[src/rtl/conv2_bias_sequencer.sv]
// Fetches one packed bias vector per conv2 output batch and adds it lane-wise, with saturation,
// to that batch's accumulator stream; single output register, 1 vector/cycle when not stalled.
module conv2_bias_sequencer #(
  parameter int OUT_NUM   = 16,
  parameter int OUT_BATCH = 4,
  parameter int W_BATCH   = 2,
  parameter int WD_BIAS   = 34,
  parameter int WD_ACC    = 40,
  parameter int W_PIX     = 16
) (
  input  logic                       clk,
  input  logic                       rstn,
  input  logic                       start,
  input  logic [W_PIX-1:0]           cfg_pix_num,
  output logic                       busy,
  output logic                       done,
  output logic [W_BATCH-1:0]         rom_aa,
  output logic                       rom_cena,
  input  logic [OUT_NUM*WD_BIAS-1:0] rom_qa,
  input  logic                       in_valid,
  output logic                       in_ready,
  input  logic [OUT_NUM*WD_ACC-1:0]  in_data,
  output logic                       out_valid,
  input  logic                       out_ready,
  output logic [OUT_NUM*WD_ACC-1:0]  out_data,
  output logic [W_BATCH-1:0]         out_batch,
  output logic                       out_last
);

  localparam logic [2:0] S_IDLE  = 3'd0;
  localparam logic [2:0] S_FETCH = 3'd1;
  localparam logic [2:0] S_WAIT  = 3'd2;
  localparam logic [2:0] S_RUN   = 3'd3;
  localparam logic [2:0] S_DRAIN = 3'd4;
  localparam logic [2:0] S_DONE  = 3'd5;

  localparam logic [W_BATCH-1:0] LAST_BATCH = W_BATCH'(OUT_BATCH - 1);

  logic [2:0]                 state_q, state_d;
  logic [W_BATCH-1:0]         batch_q, batch_d;
  logic [W_PIX-1:0]           pix_q, pix_d;
  logic [W_PIX-1:0]           pix_num_q, pix_num_d;
  logic [OUT_NUM*WD_BIAS-1:0] bias_q;
  logic                       out_valid_q;
  logic                       out_last_q;
  logic [W_BATCH-1:0]         out_batch_q;
  logic [OUT_NUM*WD_ACC-1:0]  out_data_q;
  logic [OUT_NUM*WD_ACC-1:0]  sum_sat;
  logic                       in_fire;
  logic                       out_fire;
  logic                       is_last;

  // Overflow shows up as differing top two bits of the WD_ACC+1 sum; clamp toward the sign.
  for (genvar g = 0; g < OUT_NUM; g++) begin : g_lane
    logic [WD_ACC:0] acc_ext;
    logic [WD_ACC:0] bias_ext;
    logic [WD_ACC:0] sum;

    assign acc_ext  = {in_data[g*WD_ACC + WD_ACC - 1], in_data[g*WD_ACC +: WD_ACC]};
    assign bias_ext = {{(WD_ACC + 1 - WD_BIAS){bias_q[g*WD_BIAS + WD_BIAS - 1]}},
                       bias_q[g*WD_BIAS +: WD_BIAS]};
    assign sum      = acc_ext + bias_ext;
    assign sum_sat[g*WD_ACC +: WD_ACC] = (sum[WD_ACC] == sum[WD_ACC-1]) ? sum[WD_ACC-1:0] :
                                         {sum[WD_ACC], {(WD_ACC-1){~sum[WD_ACC]}}};
  end

  assign in_ready = (state_q == S_RUN) && (!out_valid_q || out_ready);
  assign in_fire  = in_valid && in_ready;
  assign out_fire = out_valid_q && out_ready;
  assign is_last  = (pix_q == (pix_num_q - W_PIX'(1)));

  always_comb begin
    state_d   = state_q;
    batch_d   = batch_q;
    pix_d     = pix_q;
    pix_num_d = pix_num_q;
    case (state_q)
      S_IDLE: begin
        if (start) begin
          pix_num_d = cfg_pix_num;
          batch_d   = '0;
          pix_d     = '0;
          state_d   = (cfg_pix_num == '0) ? S_DONE : S_FETCH;
        end
      end
      S_FETCH: state_d = S_WAIT;
      S_WAIT:  state_d = S_RUN;
      S_RUN: begin
        if (in_fire) begin
          pix_d = pix_q + W_PIX'(1);
          if (is_last) state_d = S_DRAIN;
        end
      end
      S_DRAIN: begin
        // The next bias fetch waits until the last beat of this batch has left the output register.
        if (out_fire) begin
          pix_d = '0;
          if (batch_q == LAST_BATCH) begin
            state_d = S_DONE;
          end else begin
            batch_d = batch_q + W_BATCH'(1);
            state_d = S_FETCH;
          end
        end
      end
      S_DONE:  state_d = S_IDLE;
      default: state_d = S_IDLE;
    endcase
  end

  always_ff @(posedge clk or negedge rstn) begin
    if (!rstn) begin
      state_q     <= S_IDLE;
      batch_q     <= '0;
      pix_q       <= '0;
      pix_num_q   <= '0;
      bias_q      <= '0;
      out_valid_q <= 1'b0;
      out_data_q  <= '0;
      out_batch_q <= '0;
      out_last_q  <= 1'b0;
    end else begin
      state_q   <= state_d;
      batch_q   <= batch_d;
      pix_q     <= pix_d;
      pix_num_q <= pix_num_d;
      if (state_q == S_WAIT) bias_q <= rom_qa;
      if (in_fire) begin
        out_valid_q <= 1'b1;
        out_data_q  <= sum_sat;
        out_batch_q <= batch_q;
        out_last_q  <= is_last;
      end else if (out_fire) begin
        out_valid_q <= 1'b0;
      end
    end
  end

  assign busy      = (state_q != S_IDLE);
  assign done      = (state_q == S_DONE);
  assign rom_cena  = (state_q != S_FETCH);
  assign rom_aa    = batch_q;
  assign out_valid = out_valid_q;
  assign out_data  = out_data_q;
  assign out_batch = out_batch_q;
  assign out_last  = out_last_q;

endmodule

[config.mk]
export PLATFORM = sky130hd
export DESIGN_NAME = conv2_bias_sequencer
export DESIGN_NICKNAME = d
export VERILOG_FILES = /design/src/rtl/conv2_bias_sequencer.sv
export SDC_FILE = /design/constraint.sdc
export NUM_CORES = 2
export LEC_CHECK = 0
export ABC_AREA = 0
export ABC_CLOCK_PERIOD_IN_PS = 3300
export BUFFER_PORTS_ARGS = -buffer_cell sky130_fd_sc_hd__buf_2
export CAP_MARGIN = 40
export CORE_AREA = 2 2 716 718
export CTS_CLUSTER_DIAMETER = 100
export DETAILED_ROUTE_END_ITERATION = 7
export DIE_AREA = 0 0 718 720
export PLACE_DENSITY = 0.31
export SLEW_MARGIN = 25
export SYNTH_ARGS = -nofsm -noshare
export SYNTH_HDL_FRONTEND = slang
export SYNTH_SLANG_ARGS = --single-unit
[constraint.sdc]
create_clock -name clk -period 3.3 [get_ports clk]
set_clock_uncertainty 0.1 [all_clocks]
set_input_delay 0.165 -clock clk [delete_from_list [all_inputs] [get_ports clk]]
set_output_delay 0.165 -clock clk [all_outputs]
set_load 0.01 [all_outputs]
# [After elaboration in Yosys (flattened, before gate mapping)]
# Index checks and enable logic that the tools add are counted.
[classes] n_addsub=19 mux=33 n_eq_ne=29 bitwise_logic=16 n_reduce_logical=15
[ops] operator="adder 40 x 34 -> 41 bit" count=16
[ops] operator="two-way mux 40 bit" count=16
[ops] operator="two-way mux 16 bit" count=3
[ops] operator="case mux 16 bit (3 select lines)" count=1
[ops] operator="two-way mux 3 bit" count=6
[ops] operator="adder 16 x 1 -> 16 bit (second input constant)" count=1
[ops] operator="== test 1 bit" count=16
[ops] operator="== test 16 bit" count=1
[ops] operator="zero test 16 bit" count=1
[ops] operator="NOT 1 bit" count=16
[ops] operator="subtractor 16 x 1 -> 16 bit (second input constant)" count=1
[ops] operator="case mux 3 bit (5 select lines)" count=1
[ops] operator="AND reduction 4 bit" count=3
[ops] operator="inequality test 2 bit (second input constant)" count=5
[ops] operator="== test 3 x 2 -> 1 bit (second input constant)" count=2
[ops] operator="== test 3 bit (second input constant)" count=2
[ops] operator="two-way mux 2 bit" count=3
[ops] operator="nonzero test 3 bit" count=2
[ops] operator="case mux 2 bit (2 select lines)" count=1
[ops] operator="nonzero test 2 bit" count=2
[ops] operator="== test 3 x 1 -> 1 bit (second input constant)" count=1
[ops] operator="logical AND 1 bit" count=3
[ops] operator="zero test 3 bit" count=1
[ops] operator="inequality test 3 x 1 -> 1 bit (second input constant)" count=1
[ops] operator="other kinds (6)" count=7
[totals] input_bits=1205 ff_bits=1225 output_inout_bits=650 wordCells=121

# [Longest topological paths before layout]
[depth] ltp_word=6 ltp_mapped=16 depth_no_buf=13

# [Worst setup path before layout]
# No wires, ideal clock.
[synth_timing] path_type="reg2reg" start="register bias_q[442]" end="register out_data_q[553], in the netlist out_data[553]" synth_period_minus_slack_ns=3.470 path_buffers=0 arrival_ns=3.246 path_slack_ns=-0.170 stages_incl_launch_ff=13 setup_ns=0.125 t_required_ns=3.075 cell_sequence="dfrtp_1 > ha_1 > fa_1 > a211oi_1 > o21ai_1 > a311oi_1 > nor2_1 > a2111oi_1 > nor3_1 > and4_1 > a2bb2oi_1 > maj3_1 > mux2_2"
[synth_via] elab_chain_cells=3 elab_cells_between_ends=4 classes_between="add/sub (1); eq/ne (1); mux (1); bitwise (1)"
[synth_rtl] element="from (decl)" line="43" text="logic [OUT_NUM*WD_BIAS-1:0] bias_q;"
[synth_rtl] element="from (signal assigned)" line="127" text="if (state_q == S_WAIT) bias_q <= rom_qa;"
[synth_rtl] element="adder 40 x 34 -> 41 bit *" line="62" text="assign sum = acc_ext + bias_ext;"
[synth_rtl] element="== test 1 bit / NOT 1 bit (equally long branches)" line="63, 64"
[synth_rtl] element="two-way mux 40 bit *" line="63" text="assign sum_sat[g*WD_ACC +: WD_ACC] = (sum[WD_ACC] == sum[WD_ACC-1]) ? sum[WD_ACC-1:0] :"
[synth_rtl] element="to (signal assigned)" line="130" text="out_data_q <= sum_sat;"
[synth_rtl] element="to (decl)" line="47" text="logic [OUT_NUM*WD_ACC-1:0] out_data_q;"
# Every way passes the cells marked *; elsewhere a longest branch is shown, timed or not.
# A chain may end at the register's enable or synchronous reset.

# [Worst setup path in the final report]
[layout_timing] start="register bias_q[307]" end="register out_data_q[377], in the netlist out_data[377]"
# Same word-level chain as after synthesis.

==> metrics <==
CTS tree built; synth unique cells 113; Final min period roughly 3.7 ns; worst hold margin roughly 0.068 ns; Seq cells post-synth between 1000 and 1500; Synth Area per Inst roughly 9 µm²; commonest non-fill, non-tap cell in the layout buf_2; Final Hold Fails 0; leak pwr between 60 and 70 nW; vias in the first global route about 94000; Vias 90170; MaxCap Viol Count 0; TritonCTS Sinks about 1200; Total GRT Usage around a fifth; Initial Utilization 16.23%; CP endpoint kind register; CP Max Fanout 6; Crit-path slowest cell or4_4; final critical-path setup slack -0.3532 ns; initial antenna violation count ~280; power density over the cells roughly 1200 nW/µm²; GRT overflow 0; wire per inst 24.81 µm; Die Ht 720 µm; core region area roughly 510000 µm²; Least-Margin Pin Slew 0.8026 ns; area occupied by multi-input gates roughly 54000 µm²; Syn-to-layout area delta 73.61%; Post-synth ARST share 100.0%; Port Buf Inserts ~1900; violated checks setup timing; Worst Path Required approximately 3.9 ns; DRT iter0 DRCs ~4100; Clk Latency, worst-skew pair roughly 0.9 ns; Final Setup Violations 433; most frequent CP cell a21o_1; H-tree depth 4; Post-synth EDFFs 0; Rows between 200 and 300; Max stage delay on crit path 0.61 ns; crit path launch type register; die area between 500000 and 600000 µm²; Clock Pin Slew Worst Setup and Hold Paths ~0.050 ns; vias per cell between 4 and 5; routed wire length around 520000 µm; syn_nets 10950; Final ANT Viol Nets 0; Yosys warning count 0; worst-path cell chain ha_1 -> a21o_1 -> a21o_1 -> a311oi_2 -> o21ai_4 -> a21oi_4 -> o31ai_4 -> mux2i_1 -> or4_4 -> or2_4 -> nand2_8 -> buf_12 -> o21ai_2; number of CTS-inserted buffers 191; HPWL after detailed placement between 400000 and 500000 µm; post-synthesis sequential area ratio about 37%; Root Buffer clkbuf_16; Final Max Tran Viols 0; Post-Syn Area between 80000 and 90000 µm²; die width slightly above 700 µm; nets 15970; Register Area ~31000 µm²; critical path arrival 4.27 ns; RSZ-0062 raised after global routing true; Cells after Synth roughly 9100; number of fill cells in the layout between 50000 and 60000; share of layout cells above drive strength 1 between 30% and 40%; Slew headroom 46.50%; R2R Setup Slk -0.35 ns; Max rail drop VDD about 0.52 mV; clock buffer depth 4; Final period util 110.7%; WS Path Type register to register; main flop type after synthesis dfrtp_1; Power Total 168.0 mW; Hold Crit Class input port to register; IO Pins between 1500 and 2000; status finished, violations left; first-pass GRT wire length 724600 µm; # DRC 0; GP Congestion just under 0.9; most frequent cells in the layout 1853 x buf_2, 1705 x dlygate4sd3_1, 1462 x buf_4; Initial DRT Pass Iterations 5; max frequency approximately 270 MHz; largest net degree at the start of global routing about 110
-- cell usage after synthesis (57+ instances only) --
cell,count,area share (%)
a211oi_1,71,0.65
a21o_1,430,3.9
a21oi_1,823,5.0
a31oi_1,75,0.57
and3_1,76,0.58
clkbuf_1,357,1.6
dfrtp_1,1225,37
ha_1,643,9.7
inv_1,167,0.76
mux2_2,566,7.7
nand2_1,1002,4.6
nand3_1,165,1.0
nand4_1,112,0.85
nor2_1,606,2.8
nor2b_1,67,0.51
nor3_1,111,0.67
o21a_1,57,0.52
o21ai_0,930,5.6
o21ai_1,138,0.84
o21bai_1,93,0.85
xnor2_1,354,3.8
xor2_1,231,2.5
-- worst paths after layout --
path                                     from            end  cells past startpoint
worst max-delay path              bias_q[307]  out_data[377]                     13
worst min-delay path             in_data[199]  out_data[193]                      7
worst max register to register    bias_q[307]  out_data[377]                     13
worst min register to register  out_data[459]  out_data[459]                      2
max in group asynchronous                rstn  out_data[539]                      4
min in group asynchronous                rstn    bias_q[351]                      4
-- cells by family (layout without fill, tap and decap cells) --
| logic type | Yosys count | in the layout | synth area share (%) |
|---|---|---|---|
| AOI/OAI and AO/OA | 3009 | 3009 | 22.20 |
| and+or+nand+nor | 2366 | 2370 | 12.87 |
| DFF | 1225 | 1225 | 37.15 |
| adders and majority gates | 694 | 694 | 10.56 |
| buffers and inverters | 633 | 5804 | 3.177 |
| xor gates and xnor gates | 586 | 586 | 6.229 |
| muxes | 574 | 574 | 7.821 |
| other | 0 | 145 | 0 |
-- where the power goes --
group          leakage (nW)  switching (mW)  internal, mW
Combinational          48.0            61.5          54.6
Clock                  3.28            8.93          13.5
Sequential             14.8            6.74          22.8
Total                  66.0            77.2          90.9
-- registers in the layout, indices dropped and copies added, names as in the netlist --
signal / cells
state_q: 3
out_valid: 1
out_batch: 2
pix_q: 16
pix_num_q: 16
rom_aa: 2
out_last: 1
out_data: 640
bias_q: 544
-- stage by stage --
stage                     cell area [µm²]  util [%]  cells  setup slack, ns  setup TNS, ns
after floorplan                     82610         -   9087         0.001318              0
after global placement             110800     21.78  18720          -0.9715        -234.76
after detailed placement           110800     21.79  18720          -0.7803        -221.97
after CTS                          138400     27.21  20880          -0.3530         -85.89
after global routing               143100     28.14  21070          -0.4681        -146.00
final                              143300     28.18  21140          -0.3532         -53.05
-- per-layer routing --
layer  GRT usage (%)  wire length (µm)
met5               0               642
met4           6.694             21250
met3           3.705             25320
met2           34.75            262400
met1           22.81            214900
-- critical path: cells and delay by family, from the launching register on --
kind	cells	cell delay [ns]
mux	1	0.14
flops	1	0.39
simple gates	3	1.04
fa+ha+maj	1	0.27
compound gates	7	1.39
buf+inv	1	0.14
-- cell type report --
class | instances | share of cell area (%)
Antenna cell | 145 | 0.2533
Clock buffer | 253 | 3.747
Multi-Input combinational cell | 7233 | 37.95
Timing Repair Buffer | 5287 | 29.38
Clock inverter | 97 | 0.9476
Tap cell | 6732 | 5.880
Sequential cell | 1225 | 21.41
Inverter | 167 | 0.4376
-- timing repair --
action,in CTS,in global routing
buffers inserted,87,97
pin swaps,262,433
endpoints found under the setup margin,633,636
hold buffers,1706,0
gates cloned,28,31
hold endpoints to repair,2374,0
gates resized for setup,604,945
Note: power is estimated with default switching activity, not from simulation.
